**src/rtl/mm_row_collector.sv**
```systemverilog
// mm_row_collector: packs NUM consecutive dot-product results into rows and queues them.
// Define MM_ROW_COLLECTOR_RELU_EN to clamp sign-bit-set results to zero on the lane write.
module mm_row_collector #(
   parameter int NUM       = 16,
   parameter int DW        = 32,
   parameter int DEPTH     = 4,
   parameter int AF_MARGIN = 2
) (
   input  logic              clk,
   input  logic              rst,
   input  logic              start,
   input  logic [15:0]       tile_rows,
   input  logic [DW-1:0]     result_data,
   input  logic              result_valid,
   output logic [NUM*DW-1:0] out_data,
   output logic              out_valid,
   input  logic              out_ready,
   output logic              out_last,
   output logic              almost_full,
   output logic              busy,
   output logic              done,
   output logic              overflow,
   output logic              stray
);

   localparam int LW = $clog2(NUM);
   localparam int PW = $clog2(DEPTH);
   localparam int RW = NUM * DW;

   localparam logic [LW-1:0] LANE_MAX = LW'(NUM - 1);
   localparam logic [PW:0]   OCC_FULL = (PW + 1)'(DEPTH);
   localparam logic [PW:0]   AF_TH    = (PW + 1)'(DEPTH - AF_MARGIN);
   localparam logic [PW:0]   OCC_ONE  = (PW + 1)'(1);

   typedef enum logic [1:0] {
      S_IDLE,
      S_COLLECT,
      S_DRAIN
   } state_t;

   state_t          state;
   logic [LW-1:0]   lane;
   logic [15:0]     row;
   logic [15:0]     tile_q;
   logic [DW-1:0]   lanes [0:NUM-2];
   logic [RW-1:0]   mem [0:DEPTH-1];
   logic            mem_last [0:DEPTH-1];
   logic [PW-1:0]   wr_ptr;
   logic [PW-1:0]   rd_ptr;
   logic [PW:0]     occ;
   logic [PW:0]     occ_next;

   logic [DW-1:0]   wr_val;
   logic [RW-1:0]   row_data;
   logic            push_req;
   logic            pop;
   logic            push;
   logic            drop;
   logic            last_row;

`ifdef MM_ROW_COLLECTOR_RELU_EN
   assign wr_val = result_data[DW-1] ? '0 : result_data;
`else
   assign wr_val = result_data;
`endif

   assign push_req = (state == S_COLLECT) && result_valid && (lane == LANE_MAX);
   assign pop      = (occ != '0) && out_ready;
   // A full FIFO still takes a row when the head leaves on the same edge.
   assign push     = push_req && ((occ != OCC_FULL) || pop);
   assign drop     = push_req && (occ == OCC_FULL) && !pop;
   assign last_row = (row == tile_q - 16'd1);

   always_comb begin
      occ_next = occ;
      unique case ({push, pop})
         2'b10:   occ_next = occ + OCC_ONE;
         2'b01:   occ_next = occ - OCC_ONE;
         default: occ_next = occ;
      endcase
   end

   // The final lane comes straight from the input so the row pushes on its edge.
   always_comb begin
      row_data = '0;
      for (int k = 0; k < NUM - 1; k++) begin
         row_data[k*DW +: DW] = lanes[k];
      end
      row_data[RW-1 -: DW] = wr_val;
   end

   assign out_valid = (occ != '0);
   assign out_data  = out_valid ? mem[rd_ptr] : '0;
   assign out_last  = out_valid & mem_last[rd_ptr];

   always_ff @(posedge clk) begin
      if ((state == S_COLLECT) && result_valid && (lane != LANE_MAX)) begin
         lanes[lane] <= wr_val;
      end
      if (push) begin
         mem[wr_ptr]      <= row_data;
         mem_last[wr_ptr] <= last_row;
      end
   end

   always_ff @(posedge clk or posedge rst) begin
      if (rst) begin
         state       <= S_IDLE;
         lane        <= '0;
         row         <= '0;
         tile_q      <= '0;
         wr_ptr      <= '0;
         rd_ptr      <= '0;
         occ         <= '0;
         almost_full <= 1'b0;
         busy        <= 1'b0;
         done        <= 1'b0;
         overflow    <= 1'b0;
         stray       <= 1'b0;
      end else begin
         done        <= 1'b0;
         occ         <= occ_next;
         almost_full <= (occ_next >= AF_TH);
         if (push) begin
            wr_ptr <= wr_ptr + PW'(1);
         end
         if (pop) begin
            rd_ptr <= rd_ptr + PW'(1);
         end
         if (drop) begin
            overflow <= 1'b1;
         end
         if (result_valid && (state != S_COLLECT)) begin
            stray <= 1'b1;
         end
         unique case (state)
            S_IDLE: begin
               if (start) begin
                  if (tile_rows != 16'd0) begin
                     state    <= S_COLLECT;
                     busy     <= 1'b1;
                     lane     <= '0;
                     row      <= '0;
                     tile_q   <= tile_rows;
                     overflow <= 1'b0;
                     stray    <= 1'b0;
                  end else begin
                     done <= 1'b1;
                  end
               end
            end
            S_COLLECT: begin
               if (result_valid) begin
                  lane <= lane + LW'(1);
                  if (lane == LANE_MAX) begin
                     row <= row + 16'd1;
                     if (last_row) begin
                        state <= S_DRAIN;
                     end
                  end
               end
            end
            S_DRAIN: begin
               if (occ == '0) begin
                  state <= S_IDLE;
                  busy  <= 1'b0;
                  done  <= 1'b1;
               end
            end
            default: state <= S_IDLE;
         endcase
      end
   end

endmodule

```
**config.mk**
```make
export PLATFORM = sky130hd
export DESIGN_NAME = mm_row_collector
export DESIGN_NICKNAME = d
export VERILOG_FILES = /design/src/rtl/mm_row_collector.sv
export SDC_FILE = /design/constraint.sdc
export NUM_CORES = 2
export LEC_CHECK = 0
export BUFFER_PORTS_ARGS = -buffer_cell sky130_fd_sc_hd__buf_2
export CAP_MARGIN = 40
export CORE_MARGIN = 2
export CORE_UTILIZATION = 52
export CTS_CLUSTER_SIZE = 16
export DETAILED_ROUTE_END_ITERATION = 12
export PLACE_DENSITY = 0.79
export SYNTH_ARGS = -nofsm -noshare
export SYNTH_HDL_FRONTEND = slang
export SYNTH_SLANG_ARGS = --single-unit
```
**constraint.sdc**
```tcl
create_clock -name clk -period 19 [get_ports clk]
set_clock_uncertainty 0.15 [all_clocks]
set_input_delay 1.9 -clock clk [delete_from_list [all_inputs] [get_ports clk]]
set_output_delay 1.9 -clock clk [all_outputs]
set_load 0.01 [all_outputs]
```
==> impl_metrics.json <==
{
  "status": "finished clean",
  "synth_flop_cell": "edfxtp_1",
  "synthAdderAreaFrac_pct": 0.153,
  "rr_worst_depth": 7,
  "grt_first_pass_wirelength_mm": 330,
  "drv_slew": 0,
  "timing.fmax_ghz": 0.135,
  "holdPathEnd": "mem[2][377]$_DFFE_PP_",
  "endpoint_kind": "output port",
  "viasPerCell": 6.01,
  "cp.required_ns": 16.95,
  "area_delta_synth_final_pct": 15.6,
  "finalInstanceArea_um2": 109000,
  "ir_drop_mv": 0.129,
  "drive_above_1_share_pct": 31.9,
  "synth_area_leaders": "edfxtp_1, mux4_2, and2_1",
  "synth_edf_count": 2532,
  "yosysWarnings": 0,
  "worstReg2RegEnd": "mem[2][208]$_DFFE_PP_",
  "yosys.area.top_type": "edfxtp_1",
  "power_leakage_nw": 35.6,
  "root_buffer": "clkbuf_16",
  "clockBufferDepth": 3,
  "clock_latency_ns": 0.86,
  "htreeDepth": 4,
  "yosysUniqueCellTypes": 59,
  "grt_pass1_vias": 45500,
  "power_density_nw_per_um2": 142,
  "hold_path_startpoint": "lanes[11][25]$_DFFE_PP_",
  "ys_top_cells_by_count": "edfxtp_1, and2_1, mux4_2",
  "r2r_slack_ns": 13.47,
  "coreArea_um2": 181000,
  "synth-async-reset-ratio_pct": 1.94,
  "vias": 44500,
  "rsz0062_at_grt": "no",
  "synth_cells": 4061,
  "hold_depth": 0,
  "pin_count": 572,
  "post_drt_wl_per_cell_um": 31.5,
  "relSlewSlack_pct": 24.5,
  "die_area_um2": 185000,
  "holdBufCountCts": 0,
  "final_hold_viol_count": 0,
  "holdWs_ns": 0.318,
  "numPortBuffers": 571,
  "die_h_um": 431,
  "cts.repair.resized": 0,
  "ys_seq_elements": 2582,
  "cp_max_fo": 105,
  "die_w_um": 431,
  "synth_top_family_by_area": "multiplexers",
  "synthXorXnorAreaFrac_pct": 0.370,
  "hpwlAfterDp_mm": 134,
  "synth_most_common_cell": "edfxtp_1",
  "netlist_area_um2": 94600,
  "synth_mux_area_share_pct": 12.4,
  "synthesis.nets": 4125,
  "gr-total-overflow": 0,
  "fin_crit_ns": 7.38,
  "cts.clk_slew.worst_paths_ns": 0.06,
  "fp-row-count": 156,
  "finalSetupViolCount": 0,
  "hold_path.class": "reg2reg",
  "fin_util_pct": 60.5,
  "drt_iter0_drc": 5573,
  "cp-start-kind": "flip-flop",
  "avgSynthCellArea_um2": 23.3,
  "maxCapViolations": 0,
  "antenna_found_initial": 21,
  "drt.antenna.violating_nets": 0,
  "drc": 0,
  "cts_tree": "done",
  "gp_congestion": 0.804,
  "initial_core_util_pct": 52.3,
  "first_pass_iters": 6,
  "worst_pin_slew_ns": 1.13,
  "worst-setup-path-type": "reg2out",
  "r2r_start": "lane[3]$_DFFE_PP0P_",
  "synth_compound_area_share_pct": 0.304,
  "fin_crit_sh_pct": 38.9,
  "synth_top_area_share_pct": 80.4,
  "worstPathArrival_ns": 5.33,
  "cts_buffers": 237,
  "post-cts-setup-buffer-count": 0,
  "nNetsFinal": 4872,
  "fin_setup_tns_ns": 0,
  "synthSimpleGateAreaFrac_pct": 4.22,
  "cts.sinks": 2582,
  "fill_cells": 12000,
  "placed_cell_area_um2": 102000,
  "yosysSeqAreaShare_pct": 81.7,
  "track_usage_pct": 25.2,
  "wl_mm": 234,
  "grt_max_degree": 156
}
## kinds of logic after synthesis
kind of cell	after synthesis
AO/OA/AOI/OAI	43
XOR/XNOR	40
adder cells (fa/ha/maj)	11
buffers and inverters	197
flip-flops	2582
multiplexers	529
AND/OR/NAND/NOR	659
## placed cells by master, fill, tap and decap left out, drive strengths merged, types with 5 or more instances in the layout
cell type,n
and2,519
nor4,7
xor2,18
nand4,7
diode,25
nor3,12
inv,23
nand2,25
mux4,514
a31oi,5
clkinvlp,12
ha,10
dfrtp,50
o21ai,13
and3,6
nand3,9
or3,6
buf,692
mux2,14
a21oi,8
nor2,47
xnor2,22
clkbuf,296
bufinv,21
edfxtp,2532
clkinv,105
## metrics by stage
stage | setup WS [ns] | cells | power (mW)
after floorplan | 3.55 | 4061 | 9.21
after global placement | 11.40 | 6893 | 10.9
after detailed placement | 12.19 | 6939 | 11.0
after CTS | 11.34 | 7383 | 15.7
after global routing | 11.09 | 7384 | 16.1
final | 11.62 | 7408 | 15.6
## sequential cells by signal (all words and copies together) (netlist names)
signal,cells
state,2
overflow,1
lanes,480
done,1
wr_ptr,2
almost_full,1
stray,1
rd_ptr,2
mem_last,4
busy,1
row,16
occ,3
lane,4
tile_q,16
mem,2048
## worst max-delay path: stages, from the launching register on
cell and delay [ns]:
dfrtp_4 0.55, buf_4 0.68, buf_12 0.66, buf_4 0.36, buf_16 0.33, buf_4 0.72, mux4_2 0.62, and2_1 0.21
buf_2 0.15
## final cells by class
cell class,instances,area (µm²),area share [%]
multi-input combinational,1282,16600,15.2
inverter,13,56.3,0.0515
clock buffer,296,6290,5.75
sequential,2582,77300,70.7
tap,2370,2970,2.71
clock inverter,148,1460,1.33
antenna,25,62.6,0.0572
timing repair buffer,692,4640,4.24
## worst max-delay path by stage
| stage | start | to | slack [ns] | depth (start not counted) |
|---|---|---|---|---|
| floorplan | result_valid | mem[0][0]$_DFFE_PP_ | 3.55 | 4 |
| global placement | rd_ptr[0]$_DFFE_PP0N_ | out_data[269] | 11.40 | 7 |
| detailed placement | result_valid | mem[0][281]$_DFFE_PP_ | 12.19 | 8 |
| CTS | rd_ptr[0]$_DFFE_PP0N_ | out_data[280] | 11.34 | 8 |
| global route | rd_ptr[0]$_DFFE_PP0N_ | out_data[281] | 11.09 | 8 |
| finish | rd_ptr[0]$_DFFE_PP0N_ | out_data[281] | 11.62 | 8 |
## routing by layer
metal | GRT usage [%] | part of all wire, %
met2 | 41.0 | 50
met4 | 13.2 | 5.5
met5 | 0 | 0.0056
met3 | 5.35 | 9.0
met1 | 32.2 | 35
## report_power, final
| group | internal (mW) | total [mW] | switching [mW] |
|---|---|---|---|
| clock network | 2.64 | 4.71 | 2.07 |
| logic | 1.88 | 4.30 | 2.42 |
| registers | 6.44 | 6.57 | 0.125 |
| total | 11.0 | 15.6 | 4.61 |
(Power assumes the default switching activity.)
